==> src/rtl/inst_pkg.sv <==
// Shared types for the RV32I instruction encoder: format enum,
// major opcodes and the packed request bundle.
package inst_pkg;

    typedef enum logic [2:0] {
        FMT_R  = 3'd0,
        FMT_I  = 3'd1,
        FMT_S  = 3'd2,
        FMT_SB = 3'd3,
        FMT_U  = 3'd4,
        FMT_UJ = 3'd5
    } fmt_e;

    localparam logic [6:0] OP_LOAD   = 7'b0000011;
    localparam logic [6:0] OP_IMM    = 7'b0010011;
    localparam logic [6:0] OP_AUIPC  = 7'b0010111;
    localparam logic [6:0] OP_STORE  = 7'b0100011;
    localparam logic [6:0] OP_OP     = 7'b0110011;
    localparam logic [6:0] OP_LUI    = 7'b0110111;
    localparam logic [6:0] OP_BRANCH = 7'b1100011;
    localparam logic [6:0] OP_JALR   = 7'b1100111;
    localparam logic [6:0] OP_JAL    = 7'b1101111;

    typedef struct packed {
        logic [2:0]  fmt;
        logic [6:0]  opcode;
        logic [4:0]  rd;
        logic [4:0]  rs1;
        logic [4:0]  rs2;
        logic [2:0]  funct3;
        logic [6:0]  funct7;
        logic [31:0] imm;
    } enc_req_t;

endpackage

==> src/rtl/sync_fifo.sv <==
// Single-clock FIFO with extra-bit wrap pointers and registered
// full/empty flags.
module sync_fifo #(
    parameter int WIDTH = 33,
    parameter int DEPTH = 4
) (
    input  logic             clk,
    input  logic             rst,
    input  logic             push_i,
    input  logic [WIDTH-1:0] data_i,
    input  logic             pop_i,
    output logic [WIDTH-1:0] data_o,
    output logic             full_o,
    output logic             empty_o
);

    localparam int AW = $clog2(DEPTH);

    logic [WIDTH-1:0] mem_q [DEPTH];
    logic [AW:0]      wr_q, wr_d;
    logic [AW:0]      rd_q, rd_d;
    logic             full_q, full_d;
    logic             empty_q, empty_d;
    logic             do_push, do_pop;

    assign do_push = push_i & ~full_q;
    assign do_pop  = pop_i & ~empty_q;

    // Next pointers and the flags they imply after this edge.
    always_comb begin
        wr_d    = wr_q + {{AW{1'b0}}, do_push};
        rd_d    = rd_q + {{AW{1'b0}}, do_pop};
        empty_d = (wr_d == rd_d);
        full_d  = (wr_d[AW] != rd_d[AW]) &&
                  (wr_d[AW-1:0] == rd_d[AW-1:0]);
    end

    // Pointer and flag registers.
    always_ff @(posedge clk or posedge rst) begin
        if (rst) begin
            wr_q    <= '0;
            rd_q    <= '0;
            full_q  <= 1'b0;
            empty_q <= 1'b1;
        end else begin
            wr_q    <= wr_d;
            rd_q    <= rd_d;
            full_q  <= full_d;
            empty_q <= empty_d;
        end
    end

    // Storage write; contents need no reset since empty gates use.
    always_ff @(posedge clk) begin
        if (do_push) begin
            mem_q[wr_q[AW-1:0]] <= data_i;
        end
    end

    assign data_o  = mem_q[rd_q[AW-1:0]];
    assign full_o  = full_q;
    assign empty_o = empty_q;

endmodule

==> src/rtl/inst_enc.sv <==
// Streaming RV32I instruction encoder with range check and output FIFO.
// Optional INST_ENC_ERRCNT_EN adds a saturating err_count output.
module inst_enc
    import inst_pkg::*;
#(
    parameter int FIFO_DEPTH = 4,
    parameter int CNT_W      = 16
) (
    input  logic             clk,
    input  logic             rst,
    input  logic             in_valid,
    output logic             in_ready,
    input  logic [2:0]       fmt,
    input  logic [6:0]       opcode,
    input  logic [4:0]       rd,
    input  logic [4:0]       rs1,
    input  logic [4:0]       rs2,
    input  logic [2:0]       funct3,
    input  logic [6:0]       funct7,
    input  logic [31:0]      imm,
    output logic             out_valid,
    input  logic             out_ready,
    output logic [31:0]      out_inst,
    output logic             out_err,
    output logic [CNT_W-1:0] enc_count
`ifdef INST_ENC_ERRCNT_EN
   ,output logic [7:0]       err_count
`endif
);

    enc_req_t    req;
    logic [31:0] enc_inst;
    logic        enc_err;
    logic        ok11, ok12, ok20;
    logic        accept, pop;
    logic        fifo_full, fifo_empty;
    logic [32:0] head;
    logic        ready_q;
    logic [31:0] last_q;
    logic [CNT_W-1:0] cnt_q;

    assign req = {fmt, opcode, rd, rs1, rs2, funct3, funct7, imm};

    assign ok11 = (&req.imm[31:11]) | ~(|req.imm[31:11]);
    assign ok12 = (&req.imm[31:12]) | ~(|req.imm[31:12]);
    assign ok20 = (&req.imm[31:20]) | ~(|req.imm[31:20]);

    // Scatter fields into the word and flag unrepresentable immediates.
    always_comb begin
        enc_inst = '0;
        enc_err  = 1'b0;
        unique case (req.fmt)
            FMT_R: begin
                enc_inst = {req.funct7, req.rs2, req.rs1,
                            req.funct3, req.rd, req.opcode};
            end
            FMT_I: begin
                enc_inst = {req.imm[11:0], req.rs1,
                            req.funct3, req.rd, req.opcode};
                enc_err  = ~ok11;
            end
            FMT_S: begin
                enc_inst = {req.imm[11:5], req.rs2, req.rs1,
                            req.funct3, req.imm[4:0], req.opcode};
                enc_err  = ~ok11;
            end
            FMT_SB: begin
                enc_inst = {req.imm[12], req.imm[10:5], req.rs2,
                            req.rs1, req.funct3, req.imm[4:1],
                            req.imm[11], req.opcode};
                enc_err  = ~ok12 | req.imm[0];
            end
            FMT_U: begin
                enc_inst = {req.imm[31:12], req.rd, req.opcode};
                enc_err  = |req.imm[11:0];
            end
            FMT_UJ: begin
                enc_inst = {req.imm[20], req.imm[10:1], req.imm[11],
                            req.imm[19:12], req.rd, req.opcode};
                enc_err  = ~ok20 | req.imm[0];
            end
            default: begin
                enc_inst = '0;
                enc_err  = 1'b1;
            end
        endcase
    end

    assign in_ready  = ready_q & ~fifo_full;
    assign accept    = in_valid & in_ready;
    assign out_valid = ~fifo_empty;
    assign pop       = out_valid & out_ready;

    sync_fifo #(
        .WIDTH (33),
        .DEPTH (FIFO_DEPTH)
    ) u_fifo (
        .clk     (clk),
        .rst     (rst),
        .push_i  (accept),
        .data_i  ({enc_err, enc_inst}),
        .pop_i   (pop),
        .data_o  (head),
        .full_o  (fifo_full),
        .empty_o (fifo_empty)
    );

    // Hold input side off until the first edge after reset.
    always_ff @(posedge clk or posedge rst) begin
        if (rst) begin
            ready_q <= 1'b0;
        end else begin
            ready_q <= 1'b1;
        end
    end

    // Keep the last delivered word visible while the FIFO is empty.
    always_ff @(posedge clk or posedge rst) begin
        if (rst) begin
            last_q <= '0;
        end else if (pop) begin
            last_q <= head[31:0];
        end
    end

    assign out_inst = out_valid ? head[31:0] : last_q;
    assign out_err  = out_valid & head[32];

    // Count clean accepts; wraps naturally.
    always_ff @(posedge clk or posedge rst) begin
        if (rst) begin
            cnt_q <= '0;
        end else if (accept && !enc_err) begin
            cnt_q <= cnt_q + 1'b1;
        end
    end

    assign enc_count = cnt_q;

`ifdef INST_ENC_ERRCNT_EN
    logic [7:0] errc_q;

    // Saturating count of flagged accepts.
    always_ff @(posedge clk or posedge rst) begin
        if (rst) begin
            errc_q <= '0;
        end else if (accept && enc_err && errc_q != 8'hFF) begin
            errc_q <= errc_q + 8'd1;
        end
    end

    assign err_count = errc_q;
`endif

endmodule

==> config.mk <==
export PLATFORM = sky130hd
export DESIGN_NAME = inst_enc
export DESIGN_NICKNAME = d
export VERILOG_FILES = /design/src/rtl/inst_pkg.sv /design/src/rtl/sync_fifo.sv /design/src/rtl/inst_enc.sv
export SDC_FILE = /design/constraint.sdc
export NUM_CORES = 1
export LEC_CHECK = 0
export ABC_AREA = 1
export BUFFER_PORTS_ARGS = -buffer_cell sky130_fd_sc_hd__buf_2
export CAP_MARGIN = 40
export CORE_ASPECT_RATIO = 1.2
export CORE_MARGIN = 4
export CORE_UTILIZATION = 52
export CTS_CLUSTER_DIAMETER = 40
export DETAILED_ROUTE_END_ITERATION = 10
export GPL_ROUTABILITY_DRIVEN = 0
export GPL_TIMING_DRIVEN = 0
export PLACE_DENSITY = 0.76
export SETUP_SLACK_MARGIN = 0.5
export SKIP_CTS_REPAIR_TIMING = 1
export SLEW_MARGIN = 20
export SYNTH_ARGS = -nofsm -noshare
export SYNTH_HDL_FRONTEND = slang
export SYNTH_HIERARCHICAL = 1
export SYNTH_SLANG_ARGS = --single-unit
==> constraint.sdc <==
create_clock -name clk -period 3.65 [get_ports clk]
set_input_delay 0.73 -clock clk [delete_from_list [all_inputs] [get_ports clk]]
set_output_delay 0.73 -clock clk [all_outputs]
set_load 0.02 [all_outputs]
After elaboration in Yosys (flattened, before gate mapping)
Memory sizes are Yosys's and may differ from the RTL's. Index checks and enable logic that the tools add are counted.

Reduce and logical (&&, ||, !) cells: 12. Equal/unequal tests: 8. Bitwise operators: 19. Multiplexer cells: 5. Add/sub/neg operators: 3.

Operators with widths (count): one-hot mux 32 bit (6 select lines) (1); 2-to-1 mux 32 bit (1); OR reduction 12 bit (2); AND reduction 21 bit (1); OR reduction 21 bit (1); AND reduction 20 bit (1); OR reduction 20 bit (1); adder 16 x 1 -> 16 bit, second input constant (1); AND reduction 12 bit (1); NOT 1 bit (8); adder 3 x 1 -> 3 bit (2); AND 1 bit (6); equality test 3 x 2 -> 1 bit, second input constant (2); equality test 3 bit, second input constant (2); OR 1 bit (5); one-hot mux 1 bit (5 select lines) (1); equality test 3 x 1 -> 1 bit, second input constant (1); equality test 3 bit (1); logical NOT 3 bit (1); equality test 2 bit (1); logical AND 1 bit (2); 2-to-1 mux 1 bit (2); OR reduction 2 bit (1); logical NOT 1 bit (1); != test 1 bit (1).

Logic and storage cells: 55. Memories kept: 1. Output and inout port bits: 51. Register bits: 57. Input port bits: 71. RAM bits: 132.

Memories: u_fifo.mem_q (depth 4, width 33, read ports 1, clocked after Yosys merged registers in 0, wr ports 1, line sync_fifo.sv:19) `logic [WIDTH-1:0] mem_q [DEPTH];`.

Depth between registers and ports, before layout
Gate-level depths: netlist of the first run.

Word-level depth: 8. Gate-level depth with buffers: 16.

Cells and area by module
The synthesis of the first run kept the hierarchy.

By module, submodules not included: sync_fifo (cells an instance 436, sequential area each 4165.2 um^2, area an instance 5846.9 um^2, times used 1); inst_enc (cells an instance 536, sequential area each 1226.2 um^2, area an instance 3392.0 um^2, times used 1).

Worst setup path before layout of the first run
No wires, ideal clock.

Path kind: register to register. Start point: register u_fifo.full_q (netlist: u_fifo/full_o). End point: memory u_fifo.mem_q[0][0], enable pin. Arrival time: 3924 ps. Buffers on the path: 1. Period minus slack after synthesis: 4388 ps. Cell stages (with the launch flop): 8. Required time: 3186 ps. Library setup time: 464 ps. Setup slack: -738 ps. Path through: dfrtp_1 > nor2_1 > nand2_1 > inv_1 > clkbuf_1 > inv_1 > or2_2 > nor3_1.

Longest elaborated chain between the ends: 6.

RTL lines: from (decl) (line sync_fifo.sv:22) `logic full_q, full_d;`; from (signal assigned) (line sync_fifo.sv:48) `full_q <= full_d;`; NOT 1 bit (line inst_enc.sv:89) `assign in_ready = ready_q & ~fifo_full;`; AND 1 bit (line inst_enc.sv:89); via in_ready (line inst_enc.sv:12) `output logic in_ready,`; AND 1 bit (line inst_enc.sv:90) `assign accept = in_valid & in_ready;`; via accept (line inst_enc.sv:35) `logic accept, pop;`; AND 1 bit (line sync_fifo.sv:26) `assign do_push = push_i & ~full_q;`; 2-to-1 mux 1 bit (line sync_fifo.sv:55) `if (do_push) begin`; 2-to-1 mux 1 bit (not written as such) (line sync_fifo.sv:56) `mem_q[wr_q[AW-1:0]] <= data_i;`; to (decl) (line sync_fifo.sv:19).

The timed path passes the listed nets, and every way through them passes these cells.

Worst setup path in the final report of the first run
Start point: register u_fifo.empty_q (netlist: u_fifo/empty_o). End point: output out_inst[20].

Longest elaborated chain between the ends: 1.

RTL lines: from (decl) (line sync_fifo.sv:23) `logic empty_q, empty_d;`; from (signal assigned) (line sync_fifo.sv:49) `empty_q <= empty_d;`; 2-to-1 mux 32 bit (line inst_enc.sv:126) `assign out_inst = out_valid ? head[31:0] : last_q;`; to (decl) (line inst_enc.sv:23) `output logic [31:0] out_inst,`.

No other way between the ends.

==> results of run 1 <==
[cells in the mapped netlist (2+ instances only)]
cell type    n  area [µm²]
a21oi_1     36         180
a22o_1       2        17.5
buf_2        5        25.0
buf_4        6        45.0
buf_6       14         158
clkbuf_1    20        75.1
dfrtp_1     56        1400
edfxtp_1   132        3960
ha_1         5        62.6
inv_1      135         507
inv_2        4        15.0
nand2_1    266         998
nand2_2     21         131
nand3_1     29         145
nand4_1     19         119
nor2_1      52         195
nor3_1       9        45.0
o211ai_2    33         413
o21ai_0     97         485
o21ai_1      4        20.0
xnor2_1      8        70.1
xor2_1       6        52.6
[kinds of logic (layout without fill, tap and decap cells)]
family | count (synthesis) | count (layout)
XOR/XNOR | 14 | 14
other | 1 | 1
AND/OR/NAND/NOR | 402 | 402
AO/OA/AOI/OAI | 175 | 175
flip-flops | 189 | 189
adder cells (fa/ha/maj) | 5 | 5
buffers and inverters | 186 | 348
[state kept, by name, summed over array words and instances (netlist names)]
name	cells
u_fifo/full_o	1
u_fifo/mem_q	132
enc_count	16
u_fifo/wr_q	3
last_q	32
ready_q	1
u_fifo/rd_q	3
u_fifo/empty_o	1
[where the power goes]
| group | switching, mW | internal, mW |
|---|---|---|
| Sequential | 0.205 | 2.71 |
| Combinational | 2.17 | 1.08 |
| Clock | 0.889 | 0.923 |
| Total | 3.26 | 4.71 |
[path summary, 6_finish.rpt]
check                                from                  to  slack [ps]  depth (start not counted)
setup / recovery           u_fifo/empty_o        out_inst[20]         640                          5
hold / removal                        rst      u_fifo/rd_q[2]         270                          2
setup reg to reg            u_fifo/full_o  u_fifo/mem_q[1][2]         800                          8
hold reg to reg                 last_q[1]           last_q[1]         490                          2
max in group asynchronous             rst           last_q[2]        2820                          2
min in group clk                last_q[1]           last_q[1]         490                          2
[metrics by stage]
step           instances  utilization (%)  cell area, µm²
6_report            1354             62.2           10900
5_1_grt             1354             62.2           10900
4_1_cts             1353             62.1           10900
3_5_place_dp        1321             58.8           10300
3_3_place_gp        1313             57.9           10100
2_1_floorplan        972                -            9260
[final cells by class]
| cell class | instances | area (µm²) |
|---|---|---|
| Fill cell | 1437 | 6620 |
| Sequential cell | 189 | 5390 |
| Multi-Input combinational cell | 597 | 3060 |
| Timing Repair Buffer | 130 | 733 |
| Inverter | 140 | 528 |
| Clock buffer | 17 | 425 |
| Buffer | 46 | 313 |
| Tap cell | 220 | 275 |
| Clock inverter | 15 | 165 |
[critical path, cell delays in order (launching register included)]
cell and delay (ps):
dfstp_2 610, clkbuf_1 410, clkbuf_2 340, nand2_1 70, o21ai_0 170, buf_2 250
[cell usage in the layout (no fill, tap or decap), types with 6 or more instances in the layout]
| master | synthesis | layout |
|---|---|---|
| a21oi_1 | 36 | 36 |
| buf_2 | 5 | 126 |
| buf_4 | 6 | 7 |
| buf_6 | 14 | 14 |
| buf_8 | 0 | 8 |
| clkbuf_1 | 20 | 15 |
| clkbuf_16 | 0 | 17 |
| dfrtp_1 | 56 | 56 |
| edfxtp_1 | 132 | 132 |
| inv_1 | 135 | 134 |
| nand2_1 | 266 | 266 |
| nand2_2 | 21 | 21 |
| nand3_1 | 29 | 29 |
| nand4_1 | 19 | 19 |
| nor2_1 | 52 | 52 |
| o211ai_2 | 33 | 33 |
| o21ai_0 | 97 | 97 |
| xnor2_1 | 8 | 8 |
| xor2_1 | 6 | 6 |
[per-layer routing]
metal	GRT usage [%]	vias up	part of all wire (%)
met5	0	-	0
met4	8.37	0	2.2
met3	3.82	32	6.2
met2	40.5	230	52
met1	28.5	3421	40
li1	-	3495	-
==> metrics.cfg, run 1 <==
[outcome]
status = finished, final reports clean

[timing]
final.setup.worst_slack_ps = 644
post-route-period-util_pct = 82.3
skew_ps = 11.2
max_freq_mhz = 333
fin_tns_setup_ps = 0
slew_violations = 0
slew_headroom_pct = 52.5
setup_violations = 0
min_period_ps = 3010
whs_ps = 265
hold_violations = 0
rsz0062_at_grt = no
tightest_slew_ps = 710

[critical_path]
setup.worst_path.class = reg -> out
crit_path_max_fanout = 10
worstSetupEndpointType = output port
start_kind = flop
crit_arrival_ps = 2280
cp.required_ps = 2920

[logic_synthesis]
synth-edff-count = 132
synth_nets = 1048
synth-adder-area-share_pct = 0.677
synth-simple-area-share_pct = 18.2
synth-compound-area-share_pct = 12.4
synth_mux_area_share_pct = 0
synth-xor-area-share_pct = 1.33
ys_warn_count = 6
synth_top_family_by_area = simple AND/OR/NAND/NOR gates
synth.avg_cell_area_um2 = 9.51
ys_seq_elements = 189
synth.distinct_cells = 35
yosysSeqAreaShare_pct = 58.4
syn_area_um2 = 9240
synth_ff_type = edfxtp_1
netlist_instances = 972
async_reset_ff_share_pct = 30.2

[floorplan]
coreArea_um2 = 17500
die_width_um = 130
row_count = 53
die_h_um = 154
io_pins = 122
die-area_um2 = 20000
start_util_pct = 52.8

[cells_and_area]
area_growth_pct = 17.9
num_antenna_cells = 0
fin_nets = 1197
drive_above_1_share_pct = 23.0

[place]
hpwlAfterDp_mm = 16.4
io_buffers = 121
dp_slack_ps = 367

[power_and_ir_drop]
powerDensity_nw_per_um2 = 732
p_leak_nw = 4.91
power_mw = 7.98
vdd_drop_max_uv = 358

[clocking]
clk_pin_slew_ps = 80
clk_latency_ps = 430
cts_tree = done
clock-sinks = 189
clockRootBuffer = clkbuf_16
htree_levels = 4
numCtsBuffers = 17
clockBufferDepth = 2

[global_routing]
grt_pass1_vias = 7063
overflow = 0
grt_util_all_layers_pct = 23.1
grt_pass1_wl_mm = 35.9
antenna_found_initial = 0
grt_max_degree = 50

[route]
vias = 7178
drtPass1Iterations = 5
routedWlPerCell_um = 16.4
vias_per_cell = 5.30
wirelength_mm = 22.2
drc = 0
ant_nets = 0
drtIter0Drc = 516

[min_path]
hold_path.class = in -> async

[flow_run]
drv_cap = 0

Note: power is estimated with default switching activity, not from simulation.
==> run 2: changes to the inputs <==
==> constraint.sdc (replaced) <==
create_clock -name clk -period 2.6 [get_ports clk]
set_input_delay 0.52 -clock clk [delete_from_list [all_inputs] [get_ports clk]]
set_output_delay 0.52 -clock clk [all_outputs]
set_load 0.02 [all_outputs]
==> metrics.cfg, run 2 (same netlist as run 1, synthesis figures left out) <==
[outcome]
status = finished, final reports clean  ; unchanged

[floorplan]
die-area_um2 = 20000  ; unchanged
die_width_um = 130  ; unchanged
row_count = 53  ; unchanged
die_h_um = 154  ; unchanged
io_pins = 122  ; unchanged
start_util_pct = 52.8  ; unchanged
coreArea_um2 = 17500  ; unchanged

[power_and_ir_drop]
power_mw = 13.0  ; was 7.98 mW
p_leak_nw = 5.26  ; was 4.91 nW
seqPwrFrac_pct = 31.8  ; was 36.5%
p_sw_share_pct = 39.2  ; was 40.9%
power_switching_mw = 5.09  ; was 3.26 mW
combPwrFrac_pct = 46.9  ; was 40.8%
powerDensity_nw_per_um2 = 1100  ; was 732 nW/µm²
vdd_drop_max_uv = 776  ; was 358 µV
p_int_mw = 7.89  ; was 4.71 mW
power_frac_clock_pct = 21.3  ; was 22.7%

[clocking]
clk_latency_ps = 440  ; was 430 ps
numCtsBuffers = 17  ; unchanged
clk_pin_slew_ps = 70  ; was 80 ps
cts_tree = done  ; unchanged
clockRootBuffer = clkbuf_16  ; unchanged
clockBufferDepth = 2  ; unchanged
clock-sinks = 189  ; unchanged
htree_levels = 4  ; unchanged

[timing]
slew_headroom_pct = 59.1  ; was 52.5%
max_freq_mhz = 408
rsz0062_at_grt = yes  ; was no
slew_violations = 0  ; unchanged
whs_ps = 38.7  ; was 265 ps
skew_ps = 7.89  ; was 11.2 ps
post-route-period-util_pct = 94.2
setup_violations = 0  ; unchanged
hold_violations = 0  ; unchanged
min_period_ps = 2450
tightest_slew_ps = 607  ; was 710 ps

[min_path]
hold_path.class = in -> async  ; unchanged

[route]
ant_nets = 0  ; unchanged
routedWlPerCell_um = 18.1  ; was 16.4 µm
drtPass1Iterations = 5  ; unchanged
drc = 0  ; unchanged
drtIter0Drc = 574  ; was 516
vias = 7515  ; was 7178
wirelength_mm = 25.0  ; was 22.2 mm
vias_per_cell = 5.44  ; was 5.30

[cells_and_area]
fin_nets = 1224  ; was 1197
stdcell_area_um2 = 11800  ; was 10900 µm²
final_cell_mix = nand2_1 (260), edfxtp_1 (132), inv_1 (115)  ; was nand2_1 (266), inv_1 (134), edfxtp_1 (132)
area_growth_pct = 27.5  ; was 17.9%
fin_cells = 1381  ; was 1354
fillers = 1292  ; was 1437
largest_reg_flops = 132  ; unchanged
drive_above_1_share_pct = 31.2  ; was 23.0%
post-route-util_pct = 67.3  ; was 62.2%
num_antenna_cells = 0  ; unchanged
final_common_cell = nand2_1  ; unchanged

[critical_path]
start_kind = flop  ; unchanged
rrSetupSlack_ps = 380  ; was 800 ps
crit_family = buffers and inverters  ; unchanged
crit_arrival_ps = 1930  ; was 2280 ps
cp.required_ps = 2080  ; was 2920 ps
critPathMaxStageDelay_ps = 450  ; was 610 ps
reg2reg_depth = 11  ; was 8
worstPathCellList = clkbuf_2 -> a21oi_1 -> o21ai_0 -> nand2_1 -> inv_2 -> o21ai_4 -> buf_6  ; was clkbuf_1 -> clkbuf_2 -> nand2_1 -> o21ai_0 -> buf_2
cp_slowest_cell = dfrtp_1  ; was dfstp_2
worst-path-buf-inv = 3  ; unchanged
setup.worst_path.class = reg -> out  ; unchanged
worstSetupEndpointType = output port  ; unchanged
r2r_end = u_fifo/empty_o  ; was u_fifo/mem_q[1][2]
r2r-start = u_fifo/empty_o  ; was u_fifo/full_o
crit_path_max_fanout = 10  ; unchanged

[global_routing]
grt_util_all_layers_pct = 23.3  ; was 23.1%
grt_pass1_vias = 7082  ; was 7063
overflow = 0  ; unchanged
grt_pass1_wl_mm = 36.0  ; was 35.9 mm
grt_max_degree = 27  ; was 50
antenna_found_initial = 0  ; unchanged

[place]
place_inst = 1323  ; was 1321
io_buffers = 121  ; unchanged
hpwlAfterDp_mm = 16.8  ; was 16.4 mm
dpl_cell_area_um2 = 10400  ; was 10300 µm²

[flow_run]
drv_cap = 0  ; unchanged

run 2: cell count changes in the layout (fill, tap and decap cells not counted), sizes merged:
cell | before | now
clkinv | 6 | 3
clkbuf | 37 | 40
buf | 156 | 184
clkinvlp | 1 | 2
inv | 148 | 144
bufinv | 0 | 2
run 2: power groups by stage:
stage | clock network, mW | registers, mW | logic (mW)
2_1_floorplan | 0 | 4.12 | 3.09
3_3_place_gp | 0 | 4.13 | 4.44
3_5_place_dp | 0 | 4.15 | 4.61
4_1_cts | 2.79 | 4.09 | 4.63
5_1_grt | 2.93 | 4.18 | 6.49
6_report | 2.77 | 4.12 | 6.08
run 2: layout make-up:
type | instances | area, µm² | area share, %
Clock inverter | 11 | 141 | 1.20
Tap cell | 220 | 275 | 2.34
Clock buffer | 21 | 503 | 4.27
Multi-Input combinational cell | 597 | 3290 | 27.9
Sequential cell | 189 | 5390 | 45.8
Timing Repair Buffer | 157 | 1210 | 10.2
Inverter | 140 | 531 | 4.50
Buffer | 46 | 449 | 3.81
run 2: worst max-delay path by stage:
stage                         startpoint                  end  slack, ps  depth (start not counted)
final                     u_fifo/rd_q[1]         out_inst[20]        150                          7
after global routing      u_fifo/rd_q[0]         out_inst[20]        100                          8
after CTS                 u_fifo/empty_o         out_inst[19]       -360                          4
after detailed placement        in_valid  u_fifo/mem_q[0][10]       -0.4                          9
after global placement          in_valid  u_fifo/mem_q[3][12]       -580                          7
after floorplan            u_fifo/full_o   u_fifo/mem_q[0][0]        120                          7
run 2: stage by stage:
stage	TNS (ps)	setup slack, ps
after floorplan	0	117
after global placement	-71990	-581
after detailed placement	-1.81	-0.440
after CTS	-7350	-363
after global routing	0	99.3
final	0	150
run 2: worst reg2reg max path, delay by kind of cell (launching register included):
family	cells	cell delay, ps
simple gates	4	440
buf+inv	4	380
flops	1	600
xor+xnor	1	190
fa+ha+maj	2	540
run 2: layer usage:
metal	up-vias	global-route usage, %	wire length (µm)
met4	0	8.86	626
met1	3590	27.6	9470
li1	3557	-	-
met3	50	4.62	1500
met5	-	0	0
met2	318	41.2	13400
